### config.mk
export PLATFORM = sky130hd
export DESIGN_NAME = multiword_add_seq
export DESIGN_NICKNAME = d
export VERILOG_FILES = /design/src/rtl/mwadd_pkg.sv /design/src/rtl/multiword_add_seq_adder.sv /design/src/rtl/multiword_add_seq.sv
export SDC_FILE = /design/constraint.sdc
export NUM_CORES = 1
export LEC_CHECK = 0
export ABC_AREA = 1
export ABC_CLOCK_PERIOD_IN_PS = 21300
export BUFFER_PORTS_ARGS = -buffer_cell sky130_fd_sc_hd__buf_2
export CAP_MARGIN = 15
export CORE_MARGIN = 3
export CORE_UTILIZATION = 25
export DETAILED_ROUTE_END_ITERATION = 16
export PLACE_DENSITY = 0.55
export SETUP_SLACK_MARGIN = 0.02
export SYNTH_ARGS = -nofsm -noshare
export SYNTH_HDL_FRONTEND = slang
export SYNTH_SLANG_ARGS = --single-unit
### constraint.sdc
create_clock -name clk -period 21.3 [get_ports clk]
set_clock_uncertainty 0.2 [all_clocks]
set_input_delay 1.065 -clock clk [delete_from_list [all_inputs] [get_ports clk]]
set_output_delay 1.065 -clock clk [all_outputs]
set_load 0.005 [all_outputs]
### src/rtl/mwadd_pkg.sv
// Shared definitions for the word-serial multi-word adder: FSM states and index sizing.
package mwadd_pkg;

  typedef enum logic [1:0] {
    IDLE = 2'd0,
    RUN  = 2'd1,
    DONE = 2'd2
  } state_e;

  localparam int WORDS_DEF = 4;
  localparam int IDX_W     = $clog2(WORDS_DEF);

  // Index width for an arbitrary word count; never narrower than one bit.
  function automatic int idx_width(input int words);
    return (words < 2) ? 1 : $clog2(words);
  endfunction

endpackage

### src/rtl/multiword_add_seq_adder.sv
// Combinational WIDTH-bit ripple-carry adder with carry-out and signed-overflow flag.
module rippleCarryAdder #(
  parameter int WIDTH = 32
) (
  input  logic [WIDTH-1:0] x,
  input  logic [WIDTH-1:0] y,
  input  logic             ci,
  output logic [WIDTH-1:0] s,
  output logic             co,
  output logic             ovf
);

  logic [WIDTH:0] c;

  assign c[0] = ci;

  for (genvar i = 0; i < WIDTH; i++) begin : g_bit
    assign s[i]   = x[i] ^ y[i] ^ c[i];
    assign c[i+1] = (x[i] & y[i]) | (c[i] & (x[i] ^ y[i]));
  end

  assign co  = c[WIDTH];
  // Signed overflow: carry into the sign bit differs from carry out of it.
  assign ovf = c[WIDTH] ^ c[WIDTH-1];

endmodule

### src/rtl/multiword_add_seq.sv
// Word-serial WIDTH*WORDS adder/subtractor: one word per cycle through a single shared adder.
// Subtraction is only built when MWADD_SUB_EN is defined; otherwise the sub port is ignored.
module multiword_add_seq
  import mwadd_pkg::*;
#(
  parameter int WIDTH = 32,
  parameter int WORDS = 4
) (
  input  logic                   clk,
  input  logic                   rst,
  input  logic                   in_valid,
  output logic                   in_ready,
  input  logic [WIDTH*WORDS-1:0] a,
  input  logic [WIDTH*WORDS-1:0] b,
  input  logic                   cin,
  input  logic                   sub,
  output logic                   out_valid,
  input  logic                   out_ready,
  output logic [WIDTH*WORDS-1:0] sum,
  output logic                   cout,
  output logic                   overflow,
  output logic                   busy
);

  localparam int IW = idx_width(WORDS);

  typedef logic [WORDS-1:0][WIDTH-1:0] words_t;

  state_e        state_q, state_d;
  logic [IW-1:0] idx_q, idx_d;
  logic          carry_q, carry_d;
  words_t        a_q, a_d;
  words_t        b_q, b_d;
  words_t        sum_q, sum_d;
  logic          cout_q, cout_d;
  logic          ovf_q, ovf_d;

  logic          sub_in;
  logic [WIDTH-1:0] add_y;
  logic [WIDTH-1:0] add_s;
  logic          add_co;
  logic          add_ovf;

`ifdef MWADD_SUB_EN
  logic sub_q, sub_d;

  assign sub_in = sub;
  assign add_y  = sub_q ? ~b_q[idx_q] : b_q[idx_q];
`else
  logic unused_sub;

  assign unused_sub = sub;
  assign sub_in     = 1'b0;
  assign add_y      = b_q[idx_q];
`endif

  rippleCarryAdder #(
    .WIDTH(WIDTH)
  ) u_adder (
    .x  (a_q[idx_q]),
    .y  (add_y),
    .ci (carry_q),
    .s  (add_s),
    .co (add_co),
    .ovf(add_ovf)
  );

  always_comb begin
    state_d = state_q;
    idx_d   = idx_q;
    carry_d = carry_q;
    a_d     = a_q;
    b_d     = b_q;
    sum_d   = sum_q;
    cout_d  = cout_q;
    ovf_d   = ovf_q;
`ifdef MWADD_SUB_EN
    sub_d   = sub_q;
`endif
    case (state_q)
      IDLE: begin
        if (in_valid) begin
          a_d     = a;
          b_d     = b;
          idx_d   = '0;
          // Subtraction is A + ~B + 1, so word 0 always gets a carry-in of 1.
          carry_d = sub_in ? 1'b1 : cin;
`ifdef MWADD_SUB_EN
          sub_d   = sub;
`endif
          state_d = RUN;
        end
      end
      RUN: begin
        sum_d[idx_q] = add_s;
        carry_d      = add_co;
        idx_d        = idx_q + IW'(1);
        if (idx_q == IW'(WORDS - 1)) begin
          cout_d  = add_co;
          ovf_d   = add_ovf;
          idx_d   = '0;
          state_d = DONE;
        end
      end
      DONE: begin
        if (out_ready) begin
          state_d = IDLE;
        end
      end
      default: state_d = IDLE;
    endcase
  end

  always_ff @(posedge clk) begin
    if (rst) begin
      state_q <= IDLE;
      idx_q   <= '0;
      carry_q <= 1'b0;
      a_q     <= '0;
      b_q     <= '0;
      sum_q   <= '0;
      cout_q  <= 1'b0;
      ovf_q   <= 1'b0;
`ifdef MWADD_SUB_EN
      sub_q   <= 1'b0;
`endif
    end else begin
      state_q <= state_d;
      idx_q   <= idx_d;
      carry_q <= carry_d;
      a_q     <= a_d;
      b_q     <= b_d;
      sum_q   <= sum_d;
      cout_q  <= cout_d;
      ovf_q   <= ovf_d;
`ifdef MWADD_SUB_EN
      sub_q   <= sub_d;
`endif
    end
  end

  assign in_ready  = (state_q == IDLE);
  assign out_valid = (state_q == DONE);
  assign busy      = (state_q != IDLE);
  assign sum       = sum_q;
  assign cout      = cout_q;
  assign overflow  = ovf_q;

endmodule

==> metrics.md <==
| Metric | Value |
|---|---|
| CTS Hold Buffers Added | 0 |
| Routed via count | between 10k and 15k |
| Max cap viols | 0 |
| Status | complete, no violations |
| Postcts setup bufs | 0 |
| First DRT Iteration DRCs | about 1.1k |
| Setup TNS | 0 ns |
| Core Region | just over 60,000 µm² |
| Tmin final | approximately 17 ns |
| Most frequent CP cell | fa_1 |
| Gr usage total | 0.1668 |
| Die Width | about 260 µm |
| Total grt overflow | 0 |
| Clock-pin slew on the worst setup and hold paths | roughly 0.06 ns |
| Post-synth EDFFs | 0 |
| Synth top cells by count | 906 x nor2_1, 505 x o21ai_0, 391 x dfxtp_1, 74 x clkbuf_1, 60 x o22ai_1 |
| Die Height | between 200 and 300 µm |
| Ports | between 300 and 400 |
| Fill cell count | 6,877 |
| WP data arrival | approximately 17 ns |
| DRC violations left | 0 |
| Final Cycle Share | 0.8059 |
| Clk pwr share | 0.406 |
| CTS sink cnt | 391 |
| Crit-path max FO | 86 |
| CTS Buf Count | 47 |
| Ys async rst share | 0 |
| Cell count after synthesis | roughly 2.1k |
| Pwr/cell area | 98.21 nW/µm² |
| RSZ-0062 raised after global routing | false |
| Port bufs | between 300 and 400 |
| Mean Syn Cell Area | 7.461 µm² |
| Critical Path End Type | flop |
| Most frequent cell after synthesis | nor2_1 |
| Layout cells sized above 1 | 0.2029 |
| Num rows | 91 |
| Sw Share | 0.3006 |
| M1 GR Usage | 0.2318 |
| Largest stage delay, worst path | 0.97 ns |
| Switching power | 0.5859 mW |
| Drt pass-1 iters | 5 |
| Seq/Total Area, Yosys | 0.4930 |
| GR peak layer | met2 |
| Sequential group share of total power | 0.418 |
| Number of synthesis warnings | 0 |
| Pre-CTS setup slack | 3.884 ns |
| Met3 Usage GRT | 0.04119 |
| Post-CTS sizing | 0 |
| Setup crit start kind | flop |
| Routed len/inst | approximately 18 µm |
| Peak VDD IR | 0.04901 mV |
| CP max stage cell | dfxtp_4 |
| Worst Path Class, Setup | reg2reg |
| Area of the die | 66,570 µm² |
| Final #Nets | 2,720 |
| DRT antenna net count | 0 |
| Lkg Pwr | 8.987 nW |
| Mapped Nets | 2,426 |
| CTS tree | done |
| Synth cell types | 21 |
| Ys flop type | dfxtp_1 |
| Initial antenna violation count | 17 |
| Fin. Hold Viols | 0 |
| Via density | 4.513 |
| Cell area after synthesis | between 15,000 and 20,000 µm² |
| Slew HR | 0.2476 |
| Hold WC Path Type | reg2reg |
| Area share of the largest cell type after synthesis | 0.4930 |
| Final WL | between 50,000 and 60,000 µm |
| Setup Viol. Count Final | 0 |
| Final HPWL DP | approximately 40,000 µm |
| Longest Clk Path Bufs | 3 |
| Largest net degree at the start of global routing | 168 |
| CP Data Required Time | about 22 ns |
| Worst-Skew Late Latency | 0.58 ns |
| Root buf cell | clkbuf_16 |
| Area leader, netlist | dfxtp_1 |
| Final worst slack | 4.135 ns |
| Logic pwr share | 0.176 |
| Area Growth Syn to Fin | 25.00% |
| First-pass GRT wire length | 86,140 µm |
| Synth Register Bits | 391 |
| Met2 global-route usage | 0.2566 |
| Top cells by area, synth | dfxtp_1 49%, nor2_1 21%, o21ai_0 16%, fa_1 4.0%, o22ai_1 2.4% |
| Worst Tran Pin Value | 1.129 ns |
| Internal power | 1.363 mW |
| H-tree levels | 2 |
| Max Slew Vio Count | 0 |
| Gp weighted congestion | between 0.7 and 0.8 |
| Vias in the first global route | 14.23k |
| Fmax | 0.05826 GHz |
| Initial Util | 0.2549 |
-- worst paths after layout --
check | depth (start not counted) | from | slack, ns | end
worst min register to register | 2 | cout | 0.26 | cout
worst min-delay path | 2 | cout | 0.26 | cout
worst max-delay path | 41 | idx_q[0] | 4.13 | sum[127]
worst max register to register | 41 | idx_q[0] | 4.13 | sum[127]
-- area by class of cell --
cell class	instances	area [µm²]	area share
Inverter	23	103.9	0.005232
Timing Repair Buffer	409	2087	0.1052
Sequential cell	391	7833	0.3946
Antenna cell	5	12.51	0.0006304
Multi-Input combinational cell	1550	7239	0.3647
Tap cell	837	1047	0.05276
Clock buffer	69	1380	0.06953
Clock inverter	17	145.1	0.007313
-- per-stage QoR --
step | utilization | instance area [µm²] | total power, mW | std cells | hold slack (ns)
3_3_place_gp | 0.2940 | 18310 | 1.178 | 3210 | 0.2510
4_1_cts | 0.3185 | 19840 | 1.982 | 3296 | 0.2673
2_1_floorplan | - | 15880 | 1.021 | 2128 | 0.2495
3_5_place_dp | 0.2940 | 18310 | 1.179 | 3210 | 0.2599
5_1_grt | 0.3186 | 19840 | 2.054 | 3298 | 0.2887
6_report | 0.3187 | 19850 | 1.949 | 3301 | 0.2637
-- flip-flops by register name (all words and copies together), names as in the netlist --
signal and count:
overflow 1, idx_q 2, state_q 2, carry_q 1, sum 128, cout 1
a_q 128, b_q 128
-- cells in the final DEF, fill, tap and decap left out --
| cell type | n |
|---|---|
| clkinv_2 | 7 |
| dfxtp_1 | 389 |
| o21ai_0 | 505 |
| clkinvlp_4 | 3 |
| nand3_1 | 1 |
| clkinv_4 | 3 |
| dfxtp_2 | 1 |
| inv_8 | 2 |
| inv_4 | 2 |
| buf_4 | 16 |
| buf_2 | 393 |
| o21ai_1 | 10 |
| ha_1 | 4 |
| nor2_1 | 903 |
| o22ai_1 | 60 |
| inv_2 | 1 |
| clkbuf_8 | 10 |
| inv_1 | 19 |
| fa_1 | 32 |
| inv_6 | 1 |
| clkbuf_16 | 48 |
| o21a_1 | 1 |
| nand2_1 | 17 |
| clkinv_8 | 1 |
| clkbuf_1 | 11 |
| diode_2 | 5 |
| dfxtp_4 | 1 |
| nor2_2 | 2 |
| nand2_2 | 2 |
| bufinv_16 | 1 |
| nor2_4 | 4 |
| a21oi_1 | 8 |
| nand2_8 | 1 |
-- critical path, delay by kind of cell (launching register included) --
family	cells	cell delay (ns)
flops	1	0.97
compound gates	2	0.47
simple gates	2	0.19
fa+ha+maj	32	14.29
buf+inv	5	0.92
-- logic make-up after synthesis --
group | count (synthesis) | synth area share
simple gates | 930 | 0.2218
compound gates | 584 | 0.1890
flops | 391 | 0.4930
buf+inv | 187 | 0.05272
fa+ha+maj | 36 | 0.04350
-- routing by layer --
layer  vias to the layer above  part of all wire
met5                         -            0.0013
met4                        12             0.024
met3                        92             0.066
met2                       388              0.44
met1                      6885              0.47
li1                       7522                 -
-- power groups by stage --
stage          combinational, mW  sequential, mW  clock [mW]
2_1_floorplan              0.200           0.821           0
3_3_place_gp               0.347           0.831           0
3_5_place_dp               0.348           0.832           0
4_1_cts                    0.349           0.816       0.818
5_1_grt                    0.386           0.822       0.846
6_report                   0.343           0.815       0.791
(Power assumes the default switching activity.)
